**src/rtl/rtc_stamp_if.sv**
```systemverilog
// ---------------------------------------------------------------------------
// rtc_stamp_if
//   Bundles the request, RTC register and UART-side signals of the RTC
//   timestamp streamer. clk/rst stay plain ports on the modules.
//
//   Request side : trig, autoEn, tick, mode12h
//   RTC side     : secData, minData, hrsData, dateData, monData, dayData,
//                  yrData (BCD, dayData 1=SUN..7=SAT)
//   UART side    : busy, done in; txEn, data out
//   Status       : frameActive, frameDone, overrun
//
//   Modports
//     slave  - the streamer itself (consumes requests and RTC data, drives
//              the byte stream and status)
//     master - the environment (cmdCtrl/RTC/UART core, or a testbench)
// ---------------------------------------------------------------------------
interface rtc_stamp_if;
   logic       trig;
   logic       autoEn;
   logic       tick;
   logic       mode12h;
   logic [7:0] secData;
   logic [7:0] minData;
   logic [7:0] hrsData;
   logic [7:0] dateData;
   logic [7:0] monData;
   logic [7:0] dayData;
   logic [7:0] yrData;
   logic       busy;
   logic       done;
   logic       txEn;
   logic [7:0] data;
   logic       frameActive;
   logic       frameDone;
   logic       overrun;

   modport slave (
      input  trig, autoEn, tick, mode12h,
      input  secData, minData, hrsData, dateData, monData, dayData, yrData,
      input  busy, done,
      output txEn, data, frameActive, frameDone, overrun
   );

   modport master (
      output trig, autoEn, tick, mode12h,
      output secData, minData, hrsData, dateData, monData, dayData, yrData,
      output busy, done,
      input  txEn, data, frameActive, frameDone, overrun
   );
endinterface

```
**src/rtl/rtc_stamp_streamer.sv**
```systemverilog
// ---------------------------------------------------------------------------
// rtc_stamp_streamer
//   Captures a coherent snapshot of the BCD RTC registers and streams the
//   ASCII line "YY. MM. DD. (DOW) HH:MM:SS[ AM|PM] TZZ<EOL>" byte by byte
//   into a UART Tx core. Requests come from a trig rising edge or from the
//   1 Hz tick while autoEn is set; one extra request can be queued while a
//   line is in flight, further ones are dropped with an overrun pulse.
//
//   Parameters
//     TZ_STR   - 3 ASCII chars of timezone suffix, MSB char sent first
//     SHOW_DOW - 1: emit "(DOW) " field, 0: omit it
//     EOL_CRLF - 1: CR LF line ending, 0: LF only
//
//   Ports
//     clk  - system clock
//     rst  - synchronous active-high reset
//     bus  - rtc_stamp_if.slave (requests, RTC registers, UART handshake,
//            txEn/data byte stream, frameActive/frameDone/overrun status)
// ---------------------------------------------------------------------------
module rtc_stamp_streamer #(
   parameter logic [23:0] TZ_STR   = "KST",
   parameter bit          SHOW_DOW = 1'b1,
   parameter bit          EOL_CRLF = 1'b1
) (
   input  logic        clk,
   input  logic        rst,
   rtc_stamp_if.slave  bus
);

   typedef enum logic [1:0] {
      ST_IDLE,
      ST_LOAD,
      ST_SEND,
      ST_WAIT_IDLE
   } state_t;

   // Field start positions within the line. The date block is always 12
   // bytes; the optional DOW block shifts everything after it.
   localparam logic [5:0] DATE_END  = 6'd12;
   localparam logic [5:0] TIME_BASE = SHOW_DOW ? 6'd18 : 6'd12;
   localparam logic [5:0] AMPM_BASE = TIME_BASE + 6'd9;
   localparam logic [5:0] LAST_24H  = AMPM_BASE + 6'd3 + (EOL_CRLF ? 6'd1 : 6'd0);

   state_t     state_q, state_d;
   logic [5:0] idx_q, idx_d;
   logic       pending_q, pending_d;
   logic       trig_prev_q, trig_prev_d;
   logic       frame_done_q, frame_done_d;
   logic       overrun_q, overrun_d;

   // Snapshot of the RTC registers taken in LOAD; the line is built only
   // from these so mid-frame RTC updates cannot tear the output.
   logic [7:0] yr_q, yr_d;
   logic [7:0] mon_q, mon_d;
   logic [7:0] date_q, date_d;
   logic [7:0] day_q, day_d;
   logic [7:0] hr_q, hr_d;
   logic [7:0] min_q, min_d;
   logic [7:0] sec_q, sec_d;
   logic       pm_q, pm_d;
   logic       m12_q, m12_d;

   logic       req;
   logic [7:0] hr_conv;
   logic       pm_conv;
   logic [5:0] tz_base;
   logic [5:0] eol_base;
   logic [5:0] last_idx;
   logic [5:0] rel;
   logic [7:0] tx_byte;

   function automatic logic [7:0] dig(input logic [3:0] n);
      return 8'h30 + {4'h0, n};
   endfunction

   function automatic logic [23:0] dow_name(input logic [7:0] d);
      logic [23:0] s;
      case (d)
         8'd1:    s = "SUN";
         8'd2:    s = "MON";
         8'd3:    s = "TUE";
         8'd4:    s = "WED";
         8'd5:    s = "THU";
         8'd6:    s = "FRI";
         8'd7:    s = "SAT";
         default: s = "---";
      endcase
      return s;
   endfunction

   // A trig edge and a tick in the same cycle collapse into one request.
   assign req = (bus.trig & ~trig_prev_q) | (bus.autoEn & bus.tick);

   // 24h -> 12h conversion done in BCD on the live hour register; the result
   // is only stored during LOAD. Hours above 12 subtract 0x12 with a decimal
   // borrow when the units digit is below 2 (0x20 -> 0x08, 0x21 -> 0x09).
   always_comb begin
      hr_conv = bus.hrsData;
      pm_conv = 1'b0;
      if (bus.mode12h) begin
         if (bus.hrsData == 8'h00) begin
            hr_conv = 8'h12;
         end else if (bus.hrsData == 8'h12) begin
            pm_conv = 1'b1;
         end else if (bus.hrsData > 8'h12) begin
            pm_conv = 1'b1;
            if (bus.hrsData[3:0] >= 4'd2) begin
               hr_conv = bus.hrsData - 8'h12;
            end else begin
               hr_conv = bus.hrsData - 8'h18;
            end
         end
      end
   end

   // Line layout depends on the snapshotted 12h flag.
   always_comb begin
      tz_base  = AMPM_BASE + (m12_q ? 6'd3 : 6'd0);
      eol_base = tz_base + 6'd3;
      last_idx = LAST_24H + (m12_q ? 6'd3 : 6'd0);
   end

   // Byte selection for the current index.
   always_comb begin
      tx_byte = 8'h00;
      rel     = 6'd0;
      if (idx_q < DATE_END) begin
         case (idx_q)
            6'd0:    tx_byte = dig(yr_q[7:4]);
            6'd1:    tx_byte = dig(yr_q[3:0]);
            6'd4:    tx_byte = dig(mon_q[7:4]);
            6'd5:    tx_byte = dig(mon_q[3:0]);
            6'd8:    tx_byte = dig(date_q[7:4]);
            6'd9:    tx_byte = dig(date_q[3:0]);
            6'd2, 6'd6, 6'd10: tx_byte = ".";
            default: tx_byte = " ";
         endcase
      end else if (idx_q < TIME_BASE) begin
         // Only reachable when the DOW block is present.
         rel = idx_q - DATE_END;
         case (rel)
            6'd0:    tx_byte = "(";
            6'd1:    tx_byte = dow_name(day_q)[23:16];
            6'd2:    tx_byte = dow_name(day_q)[15:8];
            6'd3:    tx_byte = dow_name(day_q)[7:0];
            6'd4:    tx_byte = ")";
            default: tx_byte = " ";
         endcase
      end else if (idx_q < AMPM_BASE) begin
         rel = idx_q - TIME_BASE;
         case (rel)
            6'd0:       tx_byte = dig(hr_q[7:4]);
            6'd1:       tx_byte = dig(hr_q[3:0]);
            6'd3:       tx_byte = dig(min_q[7:4]);
            6'd4:       tx_byte = dig(min_q[3:0]);
            6'd6:       tx_byte = dig(sec_q[7:4]);
            6'd7:       tx_byte = dig(sec_q[3:0]);
            6'd2, 6'd5: tx_byte = ":";
            default:    tx_byte = " ";
         endcase
      end else if (idx_q < tz_base) begin
         rel = idx_q - AMPM_BASE;
         case (rel)
            6'd0:    tx_byte = pm_q ? "P" : "A";
            6'd1:    tx_byte = "M";
            default: tx_byte = " ";
         endcase
      end else if (idx_q < eol_base) begin
         rel = idx_q - tz_base;
         case (rel)
            6'd0:    tx_byte = TZ_STR[23:16];
            6'd1:    tx_byte = TZ_STR[15:8];
            default: tx_byte = TZ_STR[7:0];
         endcase
      end else begin
         tx_byte = (EOL_CRLF && (idx_q == eol_base)) ? 8'h0D : 8'h0A;
      end
   end

   // Next-state logic.
   always_comb begin
      state_d      = state_q;
      idx_d        = idx_q;
      pending_d    = pending_q;
      trig_prev_d  = bus.trig;
      frame_done_d = 1'b0;
      overrun_d    = 1'b0;
      yr_d         = yr_q;
      mon_d        = mon_q;
      date_d       = date_q;
      day_d        = day_q;
      hr_d         = hr_q;
      min_d        = min_q;
      sec_d        = sec_q;
      pm_d         = pm_q;
      m12_d        = m12_q;

      case (state_q)
         ST_IDLE: begin
            if ((req | pending_q) & ~bus.busy) begin
               state_d = ST_LOAD;
               // With both a queued and a fresh request, one starts now and
               // the other stays queued.
               pending_d = req & pending_q;
            end else if (req) begin
               if (pending_q) begin
                  overrun_d = 1'b1;
               end else begin
                  pending_d = 1'b1;
               end
            end
         end
         ST_LOAD: begin
            yr_d    = bus.yrData;
            mon_d   = bus.monData;
            date_d  = bus.dateData;
            day_d   = bus.dayData;
            hr_d    = hr_conv;
            min_d   = bus.minData;
            sec_d   = bus.secData;
            pm_d    = pm_conv;
            m12_d   = bus.mode12h;
            idx_d   = 6'd0;
            state_d = ST_SEND;
         end
         ST_SEND: begin
            if (bus.done) begin
               if (idx_q == last_idx) begin
                  state_d = ST_WAIT_IDLE;
               end else begin
                  idx_d = idx_q + 6'd1;
               end
            end
         end
         ST_WAIT_IDLE: begin
            if (~bus.busy) begin
               state_d      = ST_IDLE;
               frame_done_d = 1'b1;
            end
         end
         default: state_d = ST_IDLE;
      endcase

      // Requests arriving while a frame is in progress use the queue slot.
      if ((state_q != ST_IDLE) && req) begin
         if (pending_q) begin
            overrun_d = 1'b1;
         end else begin
            pending_d = 1'b1;
         end
      end
   end

   always_ff @(posedge clk) begin
      if (rst) begin
         state_q      <= ST_IDLE;
         idx_q        <= 6'd0;
         pending_q    <= 1'b0;
         trig_prev_q  <= 1'b0;
         frame_done_q <= 1'b0;
         overrun_q    <= 1'b0;
         yr_q         <= 8'h00;
         mon_q        <= 8'h00;
         date_q       <= 8'h00;
         day_q        <= 8'h00;
         hr_q         <= 8'h00;
         min_q        <= 8'h00;
         sec_q        <= 8'h00;
         pm_q         <= 1'b0;
         m12_q        <= 1'b0;
      end else begin
         state_q      <= state_d;
         idx_q        <= idx_d;
         pending_q    <= pending_d;
         trig_prev_q  <= trig_prev_d;
         frame_done_q <= frame_done_d;
         overrun_q    <= overrun_d;
         yr_q         <= yr_d;
         mon_q        <= mon_d;
         date_q       <= date_d;
         day_q        <= day_d;
         hr_q         <= hr_d;
         min_q        <= min_d;
         sec_q        <= sec_d;
         pm_q         <= pm_d;
         m12_q        <= m12_d;
      end
   end

   assign bus.txEn        = (state_q == ST_SEND);
   assign bus.data        = (state_q == ST_SEND) ? tx_byte : 8'h00;
   assign bus.frameActive = (state_q != ST_IDLE);
   assign bus.frameDone   = frame_done_q;
   assign bus.overrun     = overrun_q;

endmodule
```
**src/flat_wrapper.sv**
```systemverilog
// flat-port wrapper written by rule: the top's interface ports become plain ports
module rtc_stamp_streamer_flat 
#(
   parameter logic [23:0] TZ_STR   = "   ",
   parameter bit          SHOW_DOW = 1'b1,
   parameter bit          EOL_CRLF = 1'b1
)
  (clk, rst, bus_trig, bus_autoEn, bus_tick, bus_mode12h, bus_secData, bus_minData, bus_hrsData, bus_dateData, bus_monData, bus_dayData, bus_yrData, bus_busy, bus_done, bus_txEn, bus_data, bus_frameActive, bus_frameDone, bus_overrun);
  rtc_stamp_if bus_i ();
  input  logic clk;
  input  logic rst;
  input wire logic [$bits(bus_i.trig)-1:0] bus_trig;
  input wire logic [$bits(bus_i.autoEn)-1:0] bus_autoEn;
  input wire logic [$bits(bus_i.tick)-1:0] bus_tick;
  input wire logic [$bits(bus_i.mode12h)-1:0] bus_mode12h;
  input wire logic [$bits(bus_i.secData)-1:0] bus_secData;
  input wire logic [$bits(bus_i.minData)-1:0] bus_minData;
  input wire logic [$bits(bus_i.hrsData)-1:0] bus_hrsData;
  input wire logic [$bits(bus_i.dateData)-1:0] bus_dateData;
  input wire logic [$bits(bus_i.monData)-1:0] bus_monData;
  input wire logic [$bits(bus_i.dayData)-1:0] bus_dayData;
  input wire logic [$bits(bus_i.yrData)-1:0] bus_yrData;
  input wire logic [$bits(bus_i.busy)-1:0] bus_busy;
  input wire logic [$bits(bus_i.done)-1:0] bus_done;
  output wire logic [$bits(bus_i.txEn)-1:0] bus_txEn;
  output wire logic [$bits(bus_i.data)-1:0] bus_data;
  output wire logic [$bits(bus_i.frameActive)-1:0] bus_frameActive;
  output wire logic [$bits(bus_i.frameDone)-1:0] bus_frameDone;
  output wire logic [$bits(bus_i.overrun)-1:0] bus_overrun;
  assign bus_i.trig = bus_trig;
  assign bus_i.autoEn = bus_autoEn;
  assign bus_i.tick = bus_tick;
  assign bus_i.mode12h = bus_mode12h;
  assign bus_i.secData = bus_secData;
  assign bus_i.minData = bus_minData;
  assign bus_i.hrsData = bus_hrsData;
  assign bus_i.dateData = bus_dateData;
  assign bus_i.monData = bus_monData;
  assign bus_i.dayData = bus_dayData;
  assign bus_i.yrData = bus_yrData;
  assign bus_i.busy = bus_busy;
  assign bus_i.done = bus_done;
  assign bus_txEn = bus_i.txEn;
  assign bus_data = bus_i.data;
  assign bus_frameActive = bus_i.frameActive;
  assign bus_frameDone = bus_i.frameDone;
  assign bus_overrun = bus_i.overrun;
  rtc_stamp_streamer #(.TZ_STR(TZ_STR), .SHOW_DOW(SHOW_DOW), .EOL_CRLF(EOL_CRLF)) u_core (.clk(clk), .rst(rst), .bus(bus_i));
endmodule
```
**config.mk**
```make
export PLATFORM = sky130hd
export DESIGN_NAME = rtc_stamp_streamer_flat
export DESIGN_NICKNAME = d
export VERILOG_FILES = /design/src/rtl/rtc_stamp_if.sv /design/src/rtl/rtc_stamp_streamer.sv /design/src/flat_wrapper.sv
export SDC_FILE = /design/constraint.sdc
export NUM_CORES = 1
export LEC_CHECK = 0
export BUFFER_PORTS_ARGS = -buffer_cell sky130_fd_sc_hd__buf_2
export CAP_MARGIN = 10
export CORE_UTILIZATION = 40
export DETAILED_ROUTE_END_ITERATION = 10
export PLACE_DENSITY = 0.61
export RECOVER_POWER = 25
export SLEW_MARGIN = 20
export SYNTH_ARGS = -nofsm -noshare
export SYNTH_HDL_FRONTEND = slang
export SYNTH_SLANG_ARGS = --single-unit
```
**constraint.sdc**
```tcl
create_clock -name clk -period 4 [get_ports clk]
set_clock_uncertainty 0.1 [all_clocks]
set_input_delay 0.2 -clock clk [delete_from_list [all_inputs] [get_ports clk]]
set_output_delay 0.2 -clock clk [all_outputs]
set_load 0.005 [all_outputs]
```
Yosys cells after proc, flatten, opt, wreduce, memory -nomap -nowiden
Index checks and enable logic that the tools add are counted.
- bits in registers: 70
- logic and storage cells: 147
- output and inout port bits: 12
- bitwise logic cells: 9
- multiplexer cells: 43
- $add $sub $neg: 21
- reductions and logical operators: 14
- magnitude comparators: 7
- equal/unequal tests: 38
- operators by type and width (kind ; count):
    case mux 23 bit (7 select lines) ; 1
    case mux 8 bit (7 select lines) ; 2
    two-way mux 8 bit ; 11
    adder 6 x 4 -> 7 bit, first input constant ; 12
    == test 6 x 3 -> 1 bit, second input constant ; 8
    case mux 8 bit (5 select lines) ; 1
    == test 8 x 3 -> 1 bit, second input constant ; 4
    == test 6 x 2 -> 1 bit, second input constant ; 5
    == test 6 x 1 -> 1 bit, second input constant ; 4
    logical NOT 6 bit ; 4
    == test 6 x 4 -> 1 bit, second input constant ; 3
    == test 8 x 2 -> 1 bit, second input constant ; 2
    two-way mux 1 bit ; 16
    case mux 8 bit (2 select lines) ; 1
    subtractor 8 x 5 -> 8 bit, second input constant ; 2
    adder 5 x 6 -> 6 bit, first input constant ; 2
    == test 6 bit ; 2
    less-than comparator 6 x 5 -> 1 bit, second input constant ; 2
    less-than comparator 6 bit ; 2
    two-way mux 6 bit ; 2
    case mux 6 bit (2 select lines) ; 1
    subtractor 6 x 5 -> 6 bit, second input constant ; 2
    two-way mux 2 bit ; 5
    == test 8 x 1 -> 1 bit, second input constant ; 1
    25 further kinds ; 37

Longest topological paths before layout
- word-level depth: 11
- gate-level depth with buffers: 9

Worst setup path before layout
No wires, ideal clock.
- kind: register -> output
- start point: reg u_core.idx_q[1]
- end point: out bus_data[3]
- data required time: 3.700 ns
- arrival: 2.151 ns
- buffers on the path: 1
- setup slack: 1.549 ns
- stages on the path, launching flop included: 9
- path through: dfxtp_1 -> inv_1 -> ha_1 -> clkbuf_1 -> mux2_2 -> a22oi_1 -> o21ai_0 -> a211oi_1 -> a22oi_1
- word-level cells in the longest chain between the ends: 8
- RTL lines (item ; line ; RTL):
    start: declaration ; rtc_stamp_streamer.sv:45 ; logic [5:0] idx_q, idx_d;
    start signal: assignment ; rtc_stamp_streamer.sv:273 ; idx_q <= idx_d;
    subtractor 6 x 5 -> 6 bit (on tied branches) ; rtc_stamp_streamer.sv:150, rtc_stamp_streamer.sv:162 ;
    == test 6 x 2 -> 1 bit (tied with other cells) ; rtc_stamp_streamer.sv:151 ; case (rel)
    OR reduction 2 bit or case mux 8 bit (2 select lines) (tied branches) ; rtc_stamp_streamer.sv:151, rtc_stamp_streamer.sv:163 ;
    case mux 8 bit (7 select lines) or two-way mux 8 bit (tied branches) ; rtc_stamp_streamer.sv:151, rtc_stamp_streamer.sv:161 ;
    two-way mux 8 bit ; rtc_stamp_streamer.sv:149 ; end else if (idx_q < AMPM_BASE) begin
    two-way mux 8 bit ; rtc_stamp_streamer.sv:138 ; end else if (idx_q < TIME_BASE) begin
    two-way mux 8 bit (*) ; rtc_stamp_streamer.sv:127 ; if (idx_q < DATE_END) begin
    two-way mux 8 bit (*) ; rtc_stamp_streamer.sv:291 ; assign bus.data = (state_q == ST_SEND) ? tx_byte : 8'h00;
    end: declaration ; flat_wrapper.sv:26 ; output wire logic [$bits(bus_i.data)-1:0] bus_data;
Mark *: on every way between the ends. The rest lies on a longest branch, timed or not.

Worst setup path after layout
- start point: reg u_core.idx_q[1]
- end point: out bus_data[2]
- word-level cells in the longest chain between the ends: 8
- RTL lines (item ; line ; RTL):
    subtractor 6 x 5 -> 6 bit (tied with other cells) ; rtc_stamp_streamer.sv:150 ; rel = idx_q - TIME_BASE;
    == test 6 x 2 -> 1 bit (tied with other cells) ; rtc_stamp_streamer.sv:151 ;
    OR reduction 2 bit (tied with other cells) ; rtc_stamp_streamer.sv:151 ;
    case mux 8 bit (7 select lines) or two-way mux 8 bit (tied branches) ; rtc_stamp_streamer.sv:151, rtc_stamp_streamer.sv:161 ;
    two-way mux 8 bit ; rtc_stamp_streamer.sv:149 ;
    two-way mux 8 bit ; rtc_stamp_streamer.sv:138 ;
    two-way mux 8 bit (*) ; rtc_stamp_streamer.sv:127 ;
    two-way mux 8 bit (*) ; rtc_stamp_streamer.sv:291 ;
Marks and branches as above.

==> summary.md <==
| Metric | Value |
|---|---|
| Result of the run | finished with violations |
| Failing checks | max-capacitance violations |
| Aggregate global routing overflow | 0 |
| Leakage power figure | between 2 and 2.5 nW |
| Number of storage elements in the synthesis netlist | 70 |
| Dominant combinational cell family by area after synthesis | simple AND/OR/NAND/NOR gates |
| Count of flip-flops with a built-in enable after synthesis | 0 |
| Max clock buf depth | 2 |
| Vias per cell | 5.351 |
| Placement Cell Area | between 0.004 and 0.005 mm² |
| HP Start | bus_minData[0] |
| Final Slew Violations | 0 |
| Remaining antenna violation count | 0 |
| Nets in the synthesized netlist | 608 |
| Placeable Area | between 0.01 and 0.015 mm² |
| Final period demand of the worst path | around 3.2 ns |
| Clock Root Buffer | clkbuf_8 |
| Relative max-transition margin | 0.0005086 |
| Cell count after synthesis | between 500 and 600 |
| Maximum number of pins on one net before global-route repair | 50 |
| Detailed router's first-iteration violation count | 218 |
| Period utilisation layout | 0.7878 |
| Initial antenna violation count | 0 |
| Mux cell area share after synthesis | 0.1389 |
| Number of CTS-inserted buffers | 9 |
| Worst flop-to-flop path startpoint | u_core.state_q[0] |
| Number of sinks driven by the clock tree | 70 |
| Quantity of I/O buffers inserted on ports | 74 |
| Total inserted antenna cells | 0 |
| Synth Area in Simple Gates | 0.2189 |
| CTS tree | built |
| Maximum clock frequency | 317.3 MHz |
| Number of unique standard cell types used by synthesis | 63 |
| Area added between synthesis and finish | 22.22% |
| Starting density of the core | 0.4135 |
| Iteration count of the initial detailed-routing pass | 5 |
| Vias | about 4000 |
| Setup-violating endpoint count in the final report | 0 |
| Layout Cell Area excl Fill | 0.005218 mm² |
| Post-synthesis share of cell area spent on full adders, half adders and majority gates | 0.07034 |
| Count of boundary I/O pins | 76 |
| CP Class | reg2out |
| Vias in the first global route | between 3000 and 4000 |
| Critical Path Source Type | flip-flop |
| CP Launch Point | u_core.idx_q[1] |
| Post-cts gate resize count | 0 |
| Top FF cell, synth | dfxtp_1 |
| Detailed-route DRC error count | 0 |
| Power per cell area | about 440 mW/mm² |
| Setup repair after global routing missed its margin | no |
| Maximum vdd ir drop | between 0.2 and 0.25 mV |
| Number of warnings printed during yosys synthesis | 0 |
| Endpoint kind of the worst setup timing path | output port |
| Most area-hungry cell type in the Yosys netlist | dfxtp_1 |
| Global-route wire length before repair | 18000 µm |
| Portion of the post-synthesis area used by sequential elements | 0.3283 |
| MaxCap Viol Count | 1 |
| Most frequent cells after synthesis | nor2_1, dfxtp_1, mux2i_1 |
| CTS clock-pin slew for the worst setup and hold paths | about 0.070 ns |
| GR Util All Layers | 0.2030 |
| Biggest fanout along the worst timing path | 18 |
| Setup_tns | 0 ns |
| CTS HTree Levels | 3 |
| Final GP Congestion | roughly 0.85 |
| Share of flip-flops with an asynchronous set or reset | 0 |
| Top-area cell type share of the netlist area | 0.3283 |
| Final net count | roughly 700 |
| Path class of the lowest-slack min-delay path | in2reg |
| Data required, critical path | approximately 3.7 ns |
| Clock latency of the later-clocked register in the worst-skew pair | roughly 0.35 ns |
| Std cell rows | 37 |
| Actual transition at the worst max-transition pin | 1.499 ns |
| Synth Area per Inst | between 8 and 9 µm² |
| Die Span Y | 105.3 µm |
| Synthesized-area fraction occupied by xor and xnor cells | 0.01231 |
| Endpoint arrival time on the critical path | roughly 2.9 ns |
| Final Hold Vio Count | 0 |
| Final wirelength | between 10000 and 15000 µm |
| Die span in x | roughly 110 µm |
| Number of buffers inserted by post-CTS setup repair | 0 |
| Detailed placement HPWL | just under 8000 µm |
| Cell with the most instances after synthesis | nor2_1 |
| Fraction of layout instances using a drive strength above 1 | 0.1648 |
| Cell Area, Synth | ~0.0043 mm² |
| Ranking of synthesized cells by area | dfxtp_1, mux2i_1, ha_1, nor2_1, nand2_1 |
| Synthesized-area fraction occupied by ao, oa, aoi and oai cells | 0.1791 |
| Die area | approximately 0.011 mm² |
| Routed wire length per instance | 14.45 µm |
-- flip-flops by register name, indices dropped and copies added, names as in the netlist --
name	flops
u_core.bus.frameDone	1
u_core.bus.overrun	1
u_core.date_q	8
u_core.day_q	8
u_core.hr_q	8
u_core.idx_q	6
u_core.m12_q	1
u_core.min_q	8
u_core.mon_q	8
u_core.pending_q	1
u_core.pm_q	1
u_core.sec_q	8
u_core.state_q	2
u_core.trig_prev_q	1
u_core.yr_q	8
-- metal layers --
metal	wire length, µm	GRT usage	part of all wire
met5	0	0	0
met4	172	0.07344	0.016
met3	434	0.04143	0.040
met2	5165	0.3318	0.48
met1	5051	0.2638	0.47
-- cells by family (layout without fill, tap and decap cells) --
kind of cell,Yosys count,in the layout
multiplexers,59,59
XOR/XNOR,6,6
flip-flops,70,70
adder cells (fa/ha/maj),24,24
buffers and inverters,52,145
other,1,1
AO/OA/AOI/OAI,113,113
AND/OR/NAND/NOR,195,195
-- power breakdown --
group / total [mW] / internal [mW] / switching, mW
clock network: 0.559 / 0.283 / 0.276
logic: 0.805 / 0.373 / 0.432
registers: 0.951 / 0.838 / 0.113
total: 2.32 / 1.49 / 0.821
-- path summary, 6_finish.rpt --
check / endpoint / slack [ns] / depth (start not counted)
setup reg to reg: u_core.yr_q[6] / 1.21 / 4
hold reg to reg: u_core.hr_q[5] / 0.37 / 2
hold / removal: u_core.min_q[0] / 0.01 / 3
setup / recovery: bus_data[2] / 0.85 / 7
-- layout make-up --
type,count,area (µm²)
clock buffer,9,123.9
clock inverter,6,63.81
fill,993,5106
inverter,18,67.56
multi-input combinational,398,2649
sequential,70,1401
tap,136,170.2
timing repair buffer,112,742.0
-- worst max-delay path: stages (launching register included) --
cell and delay (ns):
dfxtp_1 0.57, ha_1 0.67, nand4_1 0.18, a211oi_1 0.41, a31o_2 0.24, a211oi_1 0.05
a22oi_1 0.25, buf_2 0.16
-- layout by cell type (no fill, tap or decap), types with 15 or more instances in the layout --
cell type and instances:
dlygate4sd3_1 35, a21oi_1 24, inv_1 18, nor3_1 15
dfxtp_1 70, ha_1 24, mux2i_1 57, nand2_1 37
o21ai_0 19, nor2_1 79, buf_2 73
-- through the flow --
stage / std cells / utilization / power, mW / setup WS (ns) / hold slack [ns]
2_1_floorplan: 520 / - / 1.538 / 1.549 / 0.1761
3_3_place_gp: 699 / 0.4546 / 1.724 / 1.278 / 0.3015
3_5_place_dp: 699 / 0.4546 / 1.743 / 1.219 / 0.2990
4_1_cts: 749 / 0.5067 / 2.330 / 0.8410 / 0.000002137
5_1_grt: 749 / 0.5054 / 2.475 / 0.5669 / 0.0006844
6_report: 749 / 0.5054 / 2.315 / 0.8488 / 0.01009
-- repair_timing --
action / 4_1_cts / 5_1_grt
hold buffers: 35 / 0
endpoints found under the setup margin: 0 / 0
endpoints found under the hold margin: 35 / 0
No activity file was read; power rests on OpenSTA's default activity.
